**config.mk**
```make
export PLATFORM = sky130hd
export DESIGN_NAME = stream_queue
export DESIGN_NICKNAME = d
export VERILOG_FILES = /design/src/rtl/stream_queue.sv
export SDC_FILE = /design/constraint.sdc
export NUM_CORES = 2
export LEC_CHECK = 0
export CELL_PAD_IN_SITES_DETAIL_PLACEMENT = 0
export CELL_PAD_IN_SITES_GLOBAL_PLACEMENT = 2
export CORE_MARGIN = 1.5
export CORE_UTILIZATION = 30
export DETAILED_ROUTE_END_ITERATION = 8
export GPL_TIMING_DRIVEN = 0
export MAX_ROUTING_LAYER = met4
export PLACE_DENSITY = 0.56
export SLEW_MARGIN = 20
export SYNTH_ARGS = -nofsm -noshare
export SYNTH_HDL_FRONTEND = slang
export SYNTH_SLANG_ARGS = --single-unit
```
**constraint.sdc**
```tcl
create_clock -name clk -period 4.85 [get_ports clk]
set_clock_uncertainty 0.05 [all_clocks]
set_input_delay 0.97 -clock clk [delete_from_list [all_inputs] [get_ports clk]]
set_output_delay 0.97 -clock clk [all_outputs]
set_load 0.1 [all_outputs]
```
**src/rtl/stream_queue.sv**
```systemverilog
// stream_queue: single-clock show-ahead FIFO with level, watermark and
// sticky error reporting.
//
// Ports:
//   clk          sole clock, rising edge
//   rst          asynchronous, active-high reset
//   flush        synchronous clear of the queue contents
//   in_valid     producer offers in_data
//   in_data      enqueue payload
//   in_ready     queue can accept (level != DEPTH)
//   out_valid    out_data holds the head entry (level != 0)
//   out_data     head entry, zero when empty (show-ahead, unregistered)
//   out_ready    consumer takes the head entry
//   level        current occupancy 0..DEPTH
//   almost_full  level >= AF_LEVEL
//   almost_empty level <= AE_LEVEL
//   overflow     sticky: enqueue attempted while in_ready low
//   underflow    sticky: dequeue attempted while out_valid low
//   clr_err      synchronous clear of overflow/underflow
module stream_queue #(
   parameter int unsigned DATA_WIDTH = 16,
   parameter int unsigned DEPTH      = 256,
   parameter int unsigned AF_LEVEL   = DEPTH - 4,
   parameter int unsigned AE_LEVEL   = 4,
   localparam int unsigned AW        = $clog2(DEPTH)
) (
   input  logic                  clk,
   input  logic                  rst,
   input  logic                  flush,
   input  logic                  in_valid,
   input  logic [DATA_WIDTH-1:0] in_data,
   output logic                  in_ready,
   output logic                  out_valid,
   output logic [DATA_WIDTH-1:0] out_data,
   input  logic                  out_ready,
   output logic [AW:0]           level,
   output logic                  almost_full,
   output logic                  almost_empty,
   output logic                  overflow,
   output logic                  underflow,
   input  logic                  clr_err
);

   localparam logic [AW:0] LVL_FULL = (AW+1)'(DEPTH);
   localparam logic [AW:0] LVL_AF   = (AW+1)'(AF_LEVEL);
   localparam logic [AW:0] LVL_AE   = (AW+1)'(AE_LEVEL);

   logic [DATA_WIDTH-1:0] mem [DEPTH];
   logic [AW-1:0]         head;
   logic [AW-1:0]         tail;
   logic [AW:0]           level_q;
   logic                  enq;
   logic                  deq;

   // Handshake and status decode, all from registered state only.
   assign in_ready     = (level_q != LVL_FULL);
   assign out_valid    = (level_q != '0);
   assign level        = level_q;
   assign almost_full  = (level_q >= LVL_AF);
   assign almost_empty = (level_q <= LVL_AE);
   assign enq          = in_valid && in_ready;
   assign deq          = out_valid && out_ready;

   // Show-ahead read; zero when empty so stale memory never leaks out.
   assign out_data = out_valid ? mem[head] : '0;

   // Storage array is deliberately not reset; flush/reset discard writes.
   always_ff @(posedge clk) begin
      if (!rst && enq && !flush) begin
         mem[tail] <= in_data;
      end
   end

   // Pointers, occupancy and sticky error flags.
   always_ff @(posedge clk or posedge rst) begin
      if (rst) begin
         head      <= '0;
         tail      <= '0;
         level_q   <= '0;
         overflow  <= 1'b0;
         underflow <= 1'b0;
      end else begin
         if (flush) begin
            head    <= '0;
            tail    <= '0;
            level_q <= '0;
         end else begin
            if (enq) begin
               tail <= tail + AW'(1);
            end
            if (deq) begin
               head <= head + AW'(1);
            end
            if (enq && !deq) begin
               level_q <= level_q + (AW+1)'(1);
            end else if (deq && !enq) begin
               level_q <= level_q - (AW+1)'(1);
            end
         end

         // A new error event takes priority over a same-cycle clear.
         if (in_valid && !in_ready) begin
            overflow <= 1'b1;
         end else if (clr_err) begin
            overflow <= 1'b0;
         end

         if (out_ready && !out_valid) begin
            underflow <= 1'b1;
         end else if (clr_err) begin
            underflow <= 1'b0;
         end
      end
   end

endmodule
```
== Word level (Yosys, flattened, before mapping) ==
Memory sizes are Yosys's and may differ from the RTL's.
Index checks and enable logic that the tools add are counted.

* Output and inout port bits: 31
* Flip-flop bits (word level): 27
* RAM bits: 4096
* Input bits: 22
* Word-level logic and storage cells: 46
* Memories: 1

* Magnitude comparators: 2
* Reduce and logical (&&, ||, !) cells: 20
* Add/subtract/negate cells: 4
* Equal/unequal tests: 1
* Multiplexer cells: 13

{| class="wikitable"
|+ Memory list
! name !! words !! bits a word !! read ports !! clocked after Yosys merged registers in !! wr ports !! line !! RTL
|-
| mem || 256 || 16 || 1 || 0 || 1 || 48 || <nowiki>logic [DATA_WIDTH-1:0] mem [DEPTH];</nowiki>
|}

{| class="wikitable"
|+ Operators by type and width
! cell !! count
|-
| two-way mux 8 bit || 4
|-
| two-way mux 9 bit || 3
|-
| adder 8 x 1 -> 8 bit, second input constant || 2
|-
| two-way mux 16 bit || 1
|-
| adder 9 x 1 -> 9 bit, second input constant || 1
|-
| >= comparator 9 x 8 -> 1 bit, second input constant || 1
|-
| less-or-equal comparator 9 x 3 -> 1 bit, second input constant || 1
|-
| inequality test 9 bit, second input constant || 1
|-
| nonzero test 9 bit || 1
|-
| subtractor 9 x 1 -> 9 bit, second input constant || 1
|-
| logical AND 1 bit || 8
|-
| nonzero test 2 bit || 4
|-
| logical NOT 1 bit || 6
|-
| two-way mux 1 bit || 5
|-
| nonzero test 3 bit || 1
|}

== Depth between registers and ports, before layout ==
* Word-level depth: 7
* Mapped depth: 15
* Gate-level depth less buffers: 15

== Worst setup path after synthesis ==
No wires, ideal clock.

* Path kind: register to output
* Start point: register level_q[3], in the netlist level[3]
* End point: output port out_data[3]
* Path buffers: 2
* Setup slack: -1042 ps
* Required time: 3830 ps
* Arrival time: 4872 ps
* Stages on the path, launching flop included: 8
* Cell sequence: dfrtp_1 > or4_1 > nor3_1 > nand2_1 > nand2b_1 > clkbuf_1 > clkbuf_1 > o32ai_1

* Longest elaborated chain between the ends: 2

{| class="wikitable"
|+ Ends and longest elaborated chain
! what !! line !! RTL
|-
| start: declaration || 51 || <nowiki>logic [AW:0] level_q;</nowiki>
|-
| start signal: assignment || 95 || <nowiki>level_q <= level_q + (AW+1)'(1);</nowiki>
|-
| start signal: assignment || 97 || <nowiki>level_q <= level_q - (AW+1)'(1);</nowiki>
|-
| nonzero test 9 bit || 57 || <nowiki>assign out_valid = (level_q != '0);</nowiki>
|-
| named net out_valid || 33 || <nowiki>output logic out_valid,</nowiki>
|-
| two-way mux 16 bit || 65 || <nowiki>assign out_data = out_valid ? mem[head] : '0;</nowiki>
|-
| end: declaration || 34 || <nowiki>output logic [DATA_WIDTH-1:0] out_data,</nowiki>
|}

The timed path passes the listed nets, and every way through them passes these cells.

== Worst setup path in the final report ==
* Start point: register head[3]
* End point: output port out_data[2]

* Longest elaborated chain between the ends: 2

{| class="wikitable"
|+ Ends and longest elaborated chain
! what !! line !! RTL
|-
| start: declaration || 49 || <nowiki>logic [AW-1:0] head;</nowiki>
|-
| start signal: assignment || 92 || <nowiki>head <= head + AW'(1);</nowiki>
|-
| memory read (256 x 16 bit) || n/a ||
|-
| two-way mux 16 bit || 65 ||
|}

No other way between the ends.

==> summary.md <==
| Metric | Value |
|---|---|
| Total die area | `538,000 um^2` |
| Leakage | `0.0638 uW` |
| Synthesis Warnings | `0` |
| Die height | `734 um` |
| First-pass GRT wire length | `1070 mm` |
| Post-synth EDFFs | `4,096` |
| Area Overhead vs Synth | `28.3%` |
| Clock buffer depth | `4` |
| Root Buffer | `clkbuf_16` |
| RSZ-0062 raised after global routing | `yes` |
| Switching power | `36,700 uW` |
| Initial antenna violation count | `123` |
| Final Cycle Share | `129%` |
| Sequential Power Share | `36.9%` |
| Slew headroom | `13.3%` |
| Yosys cell types | `74` |
| Vias in the first global route | `88,700` |
| Hold WS | `220 ps` |
| Worst setup margin | `-1400 ps` |
| Residual DRC | `0` |
| Largest net degree at the start of global routing | `125` |
| WL final | `874 mm` |
| Hold crit path type | `in -> reg` |
| Switching Share | `34.4%` |
| Clock sinks | `4,123` |
| Total vias in the final route | `98,200` |
| Pre-antenna DRT Iters | `6` |
| Dpl cell area | `181,000 um^2` |
| GRT Util Overall | `32.6%` |
| Worst-path fanout max | `10` |
| Placed Cells | `14,900` |
| Row cnt | `268` |
| Measured slew at the worst slew-check pin | `1300 ps` |
| Max Clk Rate | `160 MHz` |
| Yosys top cell area share | `76.8%` |
| Worst skew pair latency | `1090 ps` |
| I/O pin count | `53` |
| ANT nets after route | `0` |
| DP Worst Slack | `-4760 ps` |
| TritonCTS buffer count | `441` |
| Filler cells | `47,500` |
| Startpoint Class | `register` |
| Area of the multi-input gates | `38,100 um^2` |
| Core Region | `532,000 um^2` |
| WP data arrival | `5230 ps` |
| Mapped Cells | `7,456` |
| Wire per inst | `53.9 um` |
| Failing checks | `setup timing` |
| Design area | `205,000 um^2` |
| Crit end category | `primary output` |
| Clk pwr share | `31.5%` |
| Hold Vio Cnt, Final | `0` |
| Fin cells | `16,200` |
| CP Data Required Time | `3830 ps` |
| Total grt overflow | `0` |
| CTS tree | `yes` |
| Port bufs | `51` |
| Mapped cell area | `160,000 um^2` |
| Clock-pin transition on the worst setup and hold timing paths | `60 ps` |
| Int Pwr | `69,900 uW` |
| Outcome | `finished with violations` |
| Register area | `124,000 um^2` |
| Post-Syn Nets | `7,492` |
| Initial Utilization | `30.1%` |
| Post-synthesis sequential area ratio | `77.2%` |
| FF-to-FF path depth | `8` |
| Comb pwr share | `31.6%` |
| Post-synth ARST share | `0.655%` |
| Worst Path Class, Setup | `reg -> out` |
| CTS H-tree lvls | `5` |
| Yosys top cell by area | `edfxtp_1` |
| # setup viols final | `24` |
| Power density over the cells | `519 nW/um^2` |
| Initial DRC count | `20,300` |
| Top cells by area, synth | `edfxtp_1, mux4_2, mux2i_1` |
| Final-stage net count | `8,776` |
| Vias/cell | `6.06` |
| Number of cells on the worst hold path | `1` |
| DP Wirelength | `596 mm` |
| RD Place Congestion | `1.01` |
| Worst VDD drop | `0.550 mV` |
| Post-synthesis register bit count | `4,123` |
| Final Slew Violations | `0` |
| Die width | `734 um` |
| Most instantiated cells after synthesis | `edfxtp_1, mux4_2, mux2i_1` |
| Share of layout cells above drive strength 1 | `37.0%` |
| Max Cap Viol | `0` |
| Top_reg_cell synth | `edfxtp_1` |
| Syn avg cell area | `21.5 um^2` |
| Hold-fix buffers at CTS | `0` |
| Final Critical Period | `6250 ps` |
| Most common cell in the netlist | `edfxtp_1` |
==> sequential cells by signal (all words and copies together), names as in the netlist <==
register,flops
head,8
overflow,1
tail,8
level,9
mem,4096
underflow,1
==> worst paths after layout <==
check	start	endpoint	slack, ps
setup / recovery	head[3]$_DFFE_PP0P_	out_data[2]	-1400
hold / removal	in_data[2]	mem[204][2]$_DFFE_PP_	220
setup reg to reg	tail[2]$_DFFE_PP0P_	mem[79][12]$_DFFE_PP_	-90
hold reg to reg	underflow$_DFFE_PP0P_	underflow$_DFFE_PP0P_	460
max in group asynchronous	rst	level[5]$_DFFE_PP0P_	3430
min in group asynchronous	rst	head[7]$_DFFE_PP0P_	810
==> cell families after synthesis <==
group	Yosys count	share of synthesized area (%)
mux	1416	15.8
compound gates	707	3.01
fa+ha+maj	14	0.114
xor+xnor	19	0.104
flops	4123	77.2
buf+inv	461	1.85
simple gates	716	1.90
==> metal layers <==
metal | GRT usage, % | wire (um) | part of all wire, % | vias up
li1 | - | - | - | 34200
met1 | 40.9 | 320000 | 37 | 54200
met2 | 44.8 | 367000 | 42 | 8181
met3 | 10.6 | 114000 | 13 | 1661
met4 | 22.0 | 72400 | 8.3 | 0
met5 | - | 0 | 0 | -
==> critical path, stage by stage, from the launching register on <==
cell	delay (ps)
dfrtp_1	530
buf_2	410
buf_4	490
nand2_1	670
o22ai_1	530
a211oi_2	190
nor4_4	490
o21ai_0	200
nand3_1	190
o31ai_4	200
buf_12	230
==> timing repair <==
item | 4_1_cts | 5_1_grt
resized for setup | 1234 | 177
gates cloned | 4 | 0
endpoints found under the setup margin | 29 | 17
pin swaps | 69 | 51
buffers inserted | 294 | 88
==> stage by stage <==
step / utilization (%) / TNS (ps) / power [uW]
after floorplan: - / -1940 / 51500
after global placement: 31.8 / - / 65900
after detailed placement: 34.1 / -861930 / 66000
after CTS: 38.3 / -17920 / 104000
after global routing: 38.6 / -17100 / 107000
final: 38.6 / -20200 / 107000
==> power groups by stage <==
stage               sequential (uW)  combinational (uW)  clock (uW)
CTS                           39300               31500       33600
floorplan                     40200               11300           0
detailed placement            40000               26000           0
global route                  39300               32900       34900
global placement              40500               25400           0
finish                        39300               33700       33600
==> cell type report <==
type                            instances  share of cell area [%]
Sequential cell                      4123                    60.2
Multi-Input combinational cell       2872                    18.6
Timing Repair Buffer                  847                    6.92
Clock buffer                          529                    5.57
Tap cell                             7020                    4.28
Buffer                                439                    3.13
Clock inverter                        274                    1.21
Antenna cell                           83                   0.101
Inverter                               16                  0.0305
==> cells in the final DEF, fill, tap and decap left out, drive strengths merged, types with 10 or more instances in the layout <==
cell | netlist | layout
a22oi | 32 | 32
nor3 | 40 | 40
and2 | 13 | 13
clkinv | 0 | 218
bufinv | 0 | 32
a211oi | 50 | 50
o31ai | 13 | 13
nand3 | 36 | 36
xnor2 | 13 | 13
o22ai | 91 | 91
a31oi | 26 | 26
mux2i | 508 | 508
and3 | 16 | 16
nand2 | 210 | 210
clkdlybuf4s50 | 0 | 18
a221oi | 38 | 38
inv | 16 | 29
a221o | 10 | 10
diode | 0 | 83
mux2 | 23 | 23
ha | 13 | 13
o221ai | 111 | 111
o21ai | 85 | 85
nor2 | 332 | 332
nor4 | 17 | 17
a2111oi | 15 | 15
dfrtp | 27 | 27
edfxtp | 4096 | 4096
clkinvlp | 0 | 11
mux4 | 885 | 885
buf | 276 | 1104
clkbuf | 169 | 690
a21oi | 178 | 178
nor2b | 30 | 30
Power figures use the tool's default switching activity.
